`src/rtl/accum_pkg.sv`:
```
// Shared definitions for the accumulator datapath.
// Next-PC select encodings, IR field bounds and reset defaults.
package accum_pkg;

    localparam int unsigned DATA_W_DEF = 16;
    localparam logic [15:0] RESET_PC_DEF = 16'h0000;

    localparam int unsigned OPC_HI = 15;
    localparam int unsigned OPC_LO = 11;
    localparam int unsigned OPC_W  = OPC_HI - OPC_LO + 1;
    localparam int unsigned IMM_W  = 11;

    typedef enum logic [1:0] {
        PCSRC_SEQ    = 2'd0,
        PCSRC_JUMP   = 2'd1,
        PCSRC_BRANCH = 2'd2,
        PCSRC_STACK  = 2'd3
    } pcsrc_e;

    // Region-preserving jump: top PC nibble kept, word offset doubled.
    function automatic logic [15:0] jump_target(
        input logic [15:0] cur_pc,
        input logic [15:0] instr
    );
        jump_target = {cur_pc[15:12], instr[IMM_W-1:0], 1'b0};
    endfunction

endpackage

```
`src/rtl/branch_resolve.sv`:
```
// PC load enable and branch-taken decision.
// Pure combinational; registered by the fetch unit.
module branch_resolve
    import accum_pkg::*;
(
    input  logic pc_write,
    input  logic branch,
    input  logic bne_or_beq,
    input  logic alu_zero,
    output logic pc_ld,
    output logic taken
);

    logic cond;

    always_comb begin
        cond = 1'b0;
        unique case (1'b1)
            bne_or_beq: cond = alu_zero;
            default:    cond = ~alu_zero;
        endcase
    end

    assign taken = branch & cond;
    assign pc_ld = pc_write | taken;

endmodule

```
`src/rtl/pc_fetch_unit.sv`:
```
// PC, IR and ALUOut registers with next-PC selection.
// Feeds Opcode and immediates to control and the ALU muxes.
module pc_fetch_unit
    import accum_pkg::*;
#(
    parameter int unsigned DATA_W   = 16,
    parameter logic [15:0] RESET_PC = RESET_PC_DEF
) (
    input  logic              CLK,
    input  logic              Reset,
    input  logic [DATA_W-1:0] mem_rdata,
    input  logic [DATA_W-1:0] alu_result,
    input  logic              alu_zero,
    input  logic              IRWrite,
    input  logic [1:0]        PCWrite,
    input  logic [1:0]        Branch,
    input  logic [1:0]        BneOrBeq,
    input  logic [1:0]        PCSrc,
    output logic [OPC_W-1:0]  Opcode,
    output logic [DATA_W-1:0] imm_sext,
    output logic [DATA_W-1:0] imm_zext,
    output logic [DATA_W-1:0] pc,
    output logic [DATA_W-1:0] alu_out,
    output logic [DATA_W-1:0] ir,
    output logic [DATA_W-1:0] instr_count,
    output logic              branch_taken
);

    logic              pc_ld;
    logic              taken;
    logic [DATA_W-1:0] pc_next;
    pcsrc_e            src;

    logic unused_ctrl;
    assign unused_ctrl = ^{PCWrite[1], Branch[1], BneOrBeq[1]};

    branch_resolve u_branch_resolve (
        .pc_write   (PCWrite[0]),
        .branch     (Branch[0]),
        .bne_or_beq (BneOrBeq[0]),
        .alu_zero   (alu_zero),
        .pc_ld      (pc_ld),
        .taken      (taken)
    );

    assign src = pcsrc_e'(PCSrc);

    // alu_out here is the pre-edge value, so a branch target computed
    // in Decode survives the compare that overwrites ALUOut.
    always_comb begin
        pc_next = alu_result;
        unique case (src)
            PCSRC_SEQ:    pc_next = alu_result;
            PCSRC_JUMP:   pc_next = jump_target(pc, ir);
            PCSRC_BRANCH: pc_next = alu_out;
            PCSRC_STACK:  pc_next = mem_rdata;
            default:      pc_next = alu_result;
        endcase
    end

    always_ff @(posedge CLK or negedge Reset) begin
        if (!Reset) begin
            pc           <= RESET_PC;
            ir           <= '0;
            alu_out      <= '0;
            instr_count  <= '0;
            branch_taken <= 1'b0;
        end else begin
            alu_out      <= alu_result;
            branch_taken <= taken;
            if (pc_ld) begin
                pc <= pc_next;
            end
            if (IRWrite) begin
                ir          <= mem_rdata;
                instr_count <= instr_count + 1'b1;
            end
        end
    end

    assign Opcode   = ir[OPC_HI:OPC_LO];
    assign imm_zext = {{(DATA_W-IMM_W){1'b0}}, ir[IMM_W-1:0]};
    assign imm_sext = {{(DATA_W-IMM_W){ir[IMM_W-1]}}, ir[IMM_W-1:0]};

endmodule

```
`config.mk`:
```
export PLATFORM = sky130hd
export DESIGN_NAME = pc_fetch_unit
export DESIGN_NICKNAME = d
export VERILOG_FILES = /design/src/rtl/accum_pkg.sv /design/src/rtl/branch_resolve.sv /design/src/rtl/pc_fetch_unit.sv
export SDC_FILE = /design/constraint.sdc
export NUM_CORES = 1
export LEC_CHECK = 0
export BUFFER_PORTS_ARGS = -buffer_cell sky130_fd_sc_hd__buf_2
export CORE_MARGIN = 3
export CORE_UTILIZATION = 46
export DETAILED_ROUTE_END_ITERATION = 8
export GPL_ROUTABILITY_DRIVEN = 0
export PLACE_DENSITY = 0.78
export SLEW_MARGIN = 30
export SYNTH_ARGS = -nofsm -noshare
export SYNTH_HDL_FRONTEND = slang
export SYNTH_SLANG_ARGS = --single-unit
```
`constraint.sdc`:
```
create_clock -name CLK -period 4.1 [get_ports CLK]
set_clock_uncertainty 0.05 [all_clocks]
set_input_delay 0 -clock CLK [delete_from_list [all_inputs] [get_ports CLK]]
set_output_delay 0 -clock CLK [all_outputs]
set_load 0.05 [all_outputs]
```
Yosys cells after proc, flatten, opt, wreduce, memory -nomap -nowiden

Cells that the tools add are included.

$add $sub $neg: 1
$mul: 0
Div/mod/pow operators: 0
Magnitude comparators: 0
Equality and inequality tests: 3
Shift operators: 0
Muxes and demuxes: 2
Bitwise operators: 4
Reduce and logical (&&, ||, !) cells: 2

Operator list:

| kind                  | number |
|---|---|
| $pmux 16 s4           | 1 |
| $add 16x1->16 const B | 1 |
| $eq 2x2->1 const B    | 2 |
| $eq 2x1->1 const B    | 1 |
| $logic_not 2->1       | 1 |
| $not 1->1             | 2 |
| $reduce_and 2->1      | 1 |
| $and 1x1->1           | 1 |
| $mux 1                | 1 |
| $or 1x1->1            | 1 |

Flip-flop bits (word level): 65
Bits in latches: 0
RAM bits: 0
ROM bits: 0
Input bits: 44
Output and inout port bits: 102
Word-level logic and storage cells: 18
Memories: 0

Longest topological paths before layout

Gate-level depths: netlist (run 1).

Depth after elaboration: 5
Gate-level depth with buffers: 5
Mapped depth without buffers: 5

Modules after synthesis

Synthesis (run 1) repeated with hierarchy kept, for this count alone.

Cells, all modules: 224
Area, all modules: 3,044.2 sq um

By module, submodules not included:

| module         | instances | cells an instance | area each (sq um) | sequential area each (sq um) |
|---|---|---|---|---|
| pc_fetch_unit  | 1         | 221               | 3,021.6           | 1,626.6 |
| branch_resolve | 1         | 3                 | 22.5              | 0.0 |

Worst setup path before layout (run 1)

OpenSTA, ideal clock, no wires.

Kind: register to register
From: reg instr_count[0]
To: reg instr_count[14]
Setup time: 141 ps
Arrival: 1,592 ps
Required time: 3,909 ps
Path slack: 2,317 ps
Cell stages (with the launch flop): 6
Path buffers: 0
Clock period less this slack: 1,783 ps
Cells stage by stage: dfrtp_1 ha_1 nand4_1 nor2_1 nand4_1 xnor2_1

Cells in the longest elaborated chain, start to end: 1

RTL lines:

| item                   | RTL line            | text |
|---|---|---|
| from (decl)            | pc_fetch_unit.sv:25 | `output logic [DATA_W-1:0] instr_count,` |
| from (signal assigned) | pc_fetch_unit.sv:76 | `instr_count <= instr_count + 1'b1;` |
| $add 16x1->16          | pc_fetch_unit.sv:76 |  |

No other way between the ends.
A chain may end at the register's enable or synchronous reset.

Worst setup path after layout (run 1)

Ends and elaborated chain as after synthesis.

==> flow_summary.ini, run 1 <==
[route]
via_per_inst = 5.04
wire_per_inst_um = 16.5
vias = 2345
dr.max_layer_used = met4
postRouteAntennaNets = 0
dr_wl_met3_um = 437
drcViolationCount = 0
drt-initial-drc-count = 94
routed_wl_mm = 7.66
met1_length_mm = 2.91
dr.pass1.iters = 4
wl_met2_mm = 4.09

[timing]
setup_violations = 0
post-route-period-util = 0.374
setup-tns-final_ns = 0
period_needed_ns = 1.53
max_freq_mhz = 653
drv_slew = 0
worst_slew_pin_slew_ns = 0.753
slew_headroom = 0.498
report.final.hold_viol_count = 0
rsz0062_at_grt = no

[global_routing]
grt_pass1_wl_mm = 12.1
grt_usage = 0.211
grt_start_max_net_pins = 52
grt_pass1_vias = 2427
antenna_found_initial = 0
gr-total-overflow = 0

[floorplan]
die_h_um = 87.3
io_pins = 146
rows = 28
dieArea_sq_mm = 0.00762
core_sq_mm = 0.00617
chipWidth_um = 87.3
initial_core_util = 0.493

[cells_and_area]
drive_gt1_frac = 0.467
nets = 431
fin_util = 0.655
antenna_cells = 0
area_growth_pct = 32.9
n_fill_cell = 492

[synth]
synth_cell_types = 28
yosysTopAreaCellShare = 0.535
synth_area_leaders = dfrtp_1 53%, buf_4 9.1%, mux2_2 7.8%, mux4_1 6.9%, nand2_1 4.9%
yosysMostFrequentCell = dfrtp_1
synthArstFlopShare = 1.00
synth_common_cells = 65 x dfrtp_1, 40 x nand2_1, 37 x buf_4, 21 x mux2_2, 18 x nand3_1
synth_edf_count = 0
yosys.area.top_type = dfrtp_1
ys.flop_type = dfrtp_1
syn_inst = 243
synth-warning-count = 0
yosysSeqAreaShare = 0.535
synth_seq_cells = 65
syn_avg_cell_area_sq_um = 12.5
syn_area_sq_mm = 0.00304

[clocking]
cts_tree = built
ctsHtreeMaxLevel = 3
clk_latency_ns = 0.33
post_cts_buffers = 0
cts_buffer_depth = 2
clkTransAtPathRegs_ns = 0.07
cts_num_sinks = 65
numCtsBuffers = 9
root_buffer = clkbuf_8

[placement]
io_buffers = 137
place_hpwl_mm = 5.12

[setup_path]
crit_type = reg -> reg
cpMaxStageDelayCell = dfrtp_1
startpoint_type = register
arrival_ns = 1.70
path_cells = ha_1 > nand4_1 > nor2_1 > nand4_1 > xnor2_1
cp_max_fo = 5
max_stage_delay_ns = 0.44
end_kind = register
cp_common_cell = nand4_1
required_ns = 4.27

[status]
outcome = completed

[worst_hold_path]
min_path_type = in -> async

[job]
drv_cap = 0

[power_and_ir_drop]
irDropWorstVdd_mv = 0.294
p_leak_uw = 0.00207
p_per_area_mw_per_mm2 = 511
[cell families after synthesis]
| group | after synthesis | synth area share |
|---|---|---|
| AND/OR/NAND/NOR | 74 | 0.110 |
| buffers and inverters | 46 | 0.113 |
| adder cells (fa/ha/maj) | 1 | 0.00411 |
| other | 1 | 0.00123 |
| AO/OA/AOI/OAI | 7 | 0.0169 |
| multiplexers | 33 | 0.174 |
| XOR/XNOR | 16 | 0.0461 |
| flip-flops | 65 | 0.535 |
[worst paths after layout]
path | startpoint | end | slack (ns) | cells past startpoint
setup / recovery | instr_count[0] | instr_count[14] | 2.57 | 5
hold / removal | Reset | alu_out[3] | 0.06 | 2
setup reg to reg | instr_count[0] | instr_count[14] | 2.57 | 5
hold reg to reg | pc[10] | pc[10] | 0.41 | 2
max in group asynchronous | Reset | instr_count[8] | 2.99 | 3
min in group CLK | PCSrc[1] | pc[12] | 0.09 | 3
[power breakdown]
part,switching (uW),internal [uW]
combinational,572,196
sequential,75.9,723
clock,236,263
[area by class of cell]
class,count,area [sq um],share of cell area
well taps,75,93.8,0.0232
clock inverters,3,15.0,0.00372
clock buffers,12,165,0.0409
multi-input cells,136,1090,0.269
flip-flops and latches,65,1630,0.403
repair buffers,174,1050,0.261
[placed cells by master, fill, tap and decap left out, drive strengths merged]
cell | Yosys | final
nor2 | 6 | 6
nand4 | 3 | 3
ha | 1 | 1
and2 | 1 | 1
xnor2 | 11 | 11
xor2 | 5 | 5
buf | 45 | 138
nand3 | 18 | 18
clkinv | 0 | 3
nor2b | 1 | 1
a21oi | 1 | 1
dfrtp | 65 | 65
and3 | 2 | 2
nor4 | 1 | 1
o21ai | 4 | 4
nand2 | 40 | 40
clkbuf | 1 | 12
a21o | 1 | 1
a221oi | 1 | 1
conb | 1 | 5
mux4 | 11 | 11
dlygate4sd3 | 0 | 36
mux2 | 22 | 22
nor3 | 2 | 2
[critical path: cells and delay by family (launching register included)]
| family | cells | cell delay (ns) |
|---|---|---|
| flops | 1 | 0.44 |
| fa+ha+maj | 1 | 0.20 |
| simple gates | 3 | 0.60 |
| xor+xnor | 1 | 0.15 |
[what timing repair did]
item	in CTS	in global routing
hold buffers	36	0
endpoints found under the hold margin	53	0
endpoints found under the setup margin	0	0
resized for setup	0	0
[registers in the layout (all words and copies together), names as in the netlist]
| name | count |
|---|---|
| alu_out | 16 |
| instr_count | 16 |
| ir | 16 |
| pc | 16 |
| branch_taken | 1 |
[metal layers]
layer	GRT usage	vias to the layer above
li1	-	1082
met1	0.234	1150
met2	0.384	94
met3	0.0360	19
met4	0.109	0
met5	0	-
[metrics by stage]
step / std cells / area (sq um) / worst slack [ns] / hold WS (ns) / total power, uW
2_1_floorplan: 247 / 3060 / 2.32 / -0.346 / 1410
3_3_place_gp: 414 / 3500 / 2.60 / -0.136 / 1540
3_5_place_dp: 414 / 3500 / 2.58 / -0.134 / 1550
4_1_cts: 465 / 4040 / 2.56 / 0.0445 / 2080
5_1_grt: 465 / 4040 / 2.41 / 0.0945 / 2150
6_report: 465 / 4040 / 2.57 / 0.0636 / 2070
No activity file was read; power rests on OpenSTA's default activity.
==> run 2: changes to the inputs <==
- CORE_UTILIZATION: 46 -> 42
- PLACE_DENSITY: 0.78 -> 0.75
- clock period: 4.1 -> 1.25 ns (I/O delays scaled with it)
==> run 2 against run 1 <==
The run now ends with setup timing left. Setup slack worse by 2.7 ns. Sequential power grew to 3.3 times the previous value. Clock power grew to 3.6 times the previous value. Sequential share of layout area is 2.0 points lower. Worst hold slack better by 0.036 ns.
==> flow_summary.ini, run 2 (synthesized netlist as in run 1, its figures left out) <==
[cells_and_area]
finalInstanceArea_sq_mm = 0.00436
antenna_cells = 0
area_growth_pct = 43.5
drive_gt1_frac = 0.607
nets = 452
mostFrequentLayoutCell = buf_2
final_cell_mix = 136 x buf_2, 39 x nand2_1, 36 x dlygate4sd3_1, 34 x dfrtp_2, 31 x dfrtp_1

[power_and_ir_drop]
netSwitchingFraction = 0.408
power_frac_comb = 0.404
irDropWorstVdd_mv = 0.930
p_leak_uw = 0.00215
p_sw_uw = 3020
power_frac_seq = 0.353
power.internal_uw = 4380
p_clk_frac = 0.243
p_per_area_mw_per_mm2 = 1700

[clocking]
clkTransAtPathRegs_ns = 0.08
ctsHtreeMaxLevel = 3
cts_tree = built
clk_latency_ns = 0.34
cts_buffer_depth = 2
cts_num_sinks = 65
numCtsBuffers = 9
root_buffer = clkbuf_8

[worst_hold_path]
min_path_type = in -> reg
min_path_cells = 3
hp-start = IRWrite
min_to = instr_count[0]

[setup_path]
end_kind = output pin
cp_max_fo = 3
r2r-end = instr_count[14]
crit_type = reg -> out
path_cells = buf_4 > buf_6 > buf_4 > buf_8
r2r_setup_slack_ns = -0.05
max_stage_delay_ns = 0.43
required_ns = 1.20
reg2reg_depth = 5
startpoint_type = register
cpMaxStageDelayCell = dfrtp_2
reg2reg_from = instr_count[1]
cp_common_cell = buf_4
arrival_ns = 1.29

[job]
drv_cap = 0

[global_routing]
grt_pass1_vias = 2462
gr-total-overflow = 0
grt_usage = 0.197
grt_start_max_net_pins = 66
antenna_found_initial = 0
grt_pass1_wl_mm = 12.8

[timing]
setup-tns-final_ns = -0.239
period_needed_ns = 1.34
setup_violations = 7
report.final.hold_viol_count = 0
fin_ws_ns = -0.0930
post-route-period-util = 1.07
rsz0062_at_grt = yes
max_freq_mhz = 745
drv_slew = 0

[floorplan]
dieArea_sq_mm = 0.00830
chipWidth_um = 91.1
initial_core_util = 0.440
core_sq_mm = 0.00691
rows = 30
io_pins = 146
die_h_um = 91.1

[route]
dr.pass1.iters = 4
drt-initial-drc-count = 74
postRouteAntennaNets = 0
via_per_inst = 4.75
drcViolationCount = 0
vias = 2415
wire_per_inst_um = 15.4
routed_wl_mm = 7.82

[status]
violations = setup timing
outcome = finished, violations left

[placement]
place_hpwl_mm = 5.20
io_buffers = 137
placed_area_sq_mm = 0.00371
==> run 2: power groups by stage <==
stage | logic, uW | clock network (uW) | registers, uW
finish | 2990 | 1800 | 2610
global route | 3150 | 1950 | 2660
detailed placement | 2690 | 0 | 2640
CTS | 2880 | 1860 | 2610
global placement | 2670 | 0 | 2620
floorplan | 1060 | 0 | 3620
==> run 2: critical path: cells and delay by family (launching register included) <==
kind                   cells  cell delay, ns
buffers and inverters      4            0.51
flip-flops                 1            0.43
==> run 2: stage by stage <==
step / utilization / instances / setup slack (ns) / power [uW] / hold slack (ns)
finish: 0.632 / 508 / -0.0930 / 7400 / 0.0995
detailed placement: 0.538 / 452 / -0.108 / 5330 / -0.00578
global placement: 0.538 / 452 / -0.0870 / 5290 / -0.00694
floorplan: - / 247 / -0.313 / 4680 / -0.346
CTS: 0.625 / 507 / -0.0856 / 7350 / 0.0873
global route: 0.632 / 508 / -0.179 / 7750 / 0.116
==> run 2: worst max path at each step <==
stage	depth (start not counted)	start	end
2_1_floorplan	5	instr_count[0]	instr_count[14]
6_report	4	instr_count[1]	instr_count[1]
5_1_grt	5	instr_count[1]	instr_count[10]
3_5_place_dp	5	instr_count[1]	instr_count[14]
3_3_place_gp	5	instr_count[1]	instr_count[10]
4_1_cts	5	instr_count[0]	instr_count[10]
==> run 2: cell type report <==
cell class / instances / area (sq um)
fill: 566 / 2540
sequential: 65 / 1670
timing repair buffer: 195 / 1260
multi-input combinational: 136 / 1110
clock buffer: 13 / 159
tap: 96 / 120
clock inverter: 3 / 40.0
==> run 2: what timing repair did <==
| item | CTS | global route |
|---|---|---|
| hold buffers | 36 | 0 |
| setup buffers | 3 | 2 |
| gates resized for setup | 4 | 7 |
| endpoints found under the hold margin | 104 | 0 |
| pin swaps | 10 | 6 |
| setup endpoints to repair | 7 | 13 |
==> run 2: routing by layer <==
layer | global-route usage | wire [um] | up-vias
met4 | 0.0754 | 129 | 0
met2 | 0.334 | 4020 | 98
li1 | - | - | 1116
met5 | 0 | 0 | -
met3 | 0.0514 | 528 | 11
met1 | 0.239 | 3140 | 1190
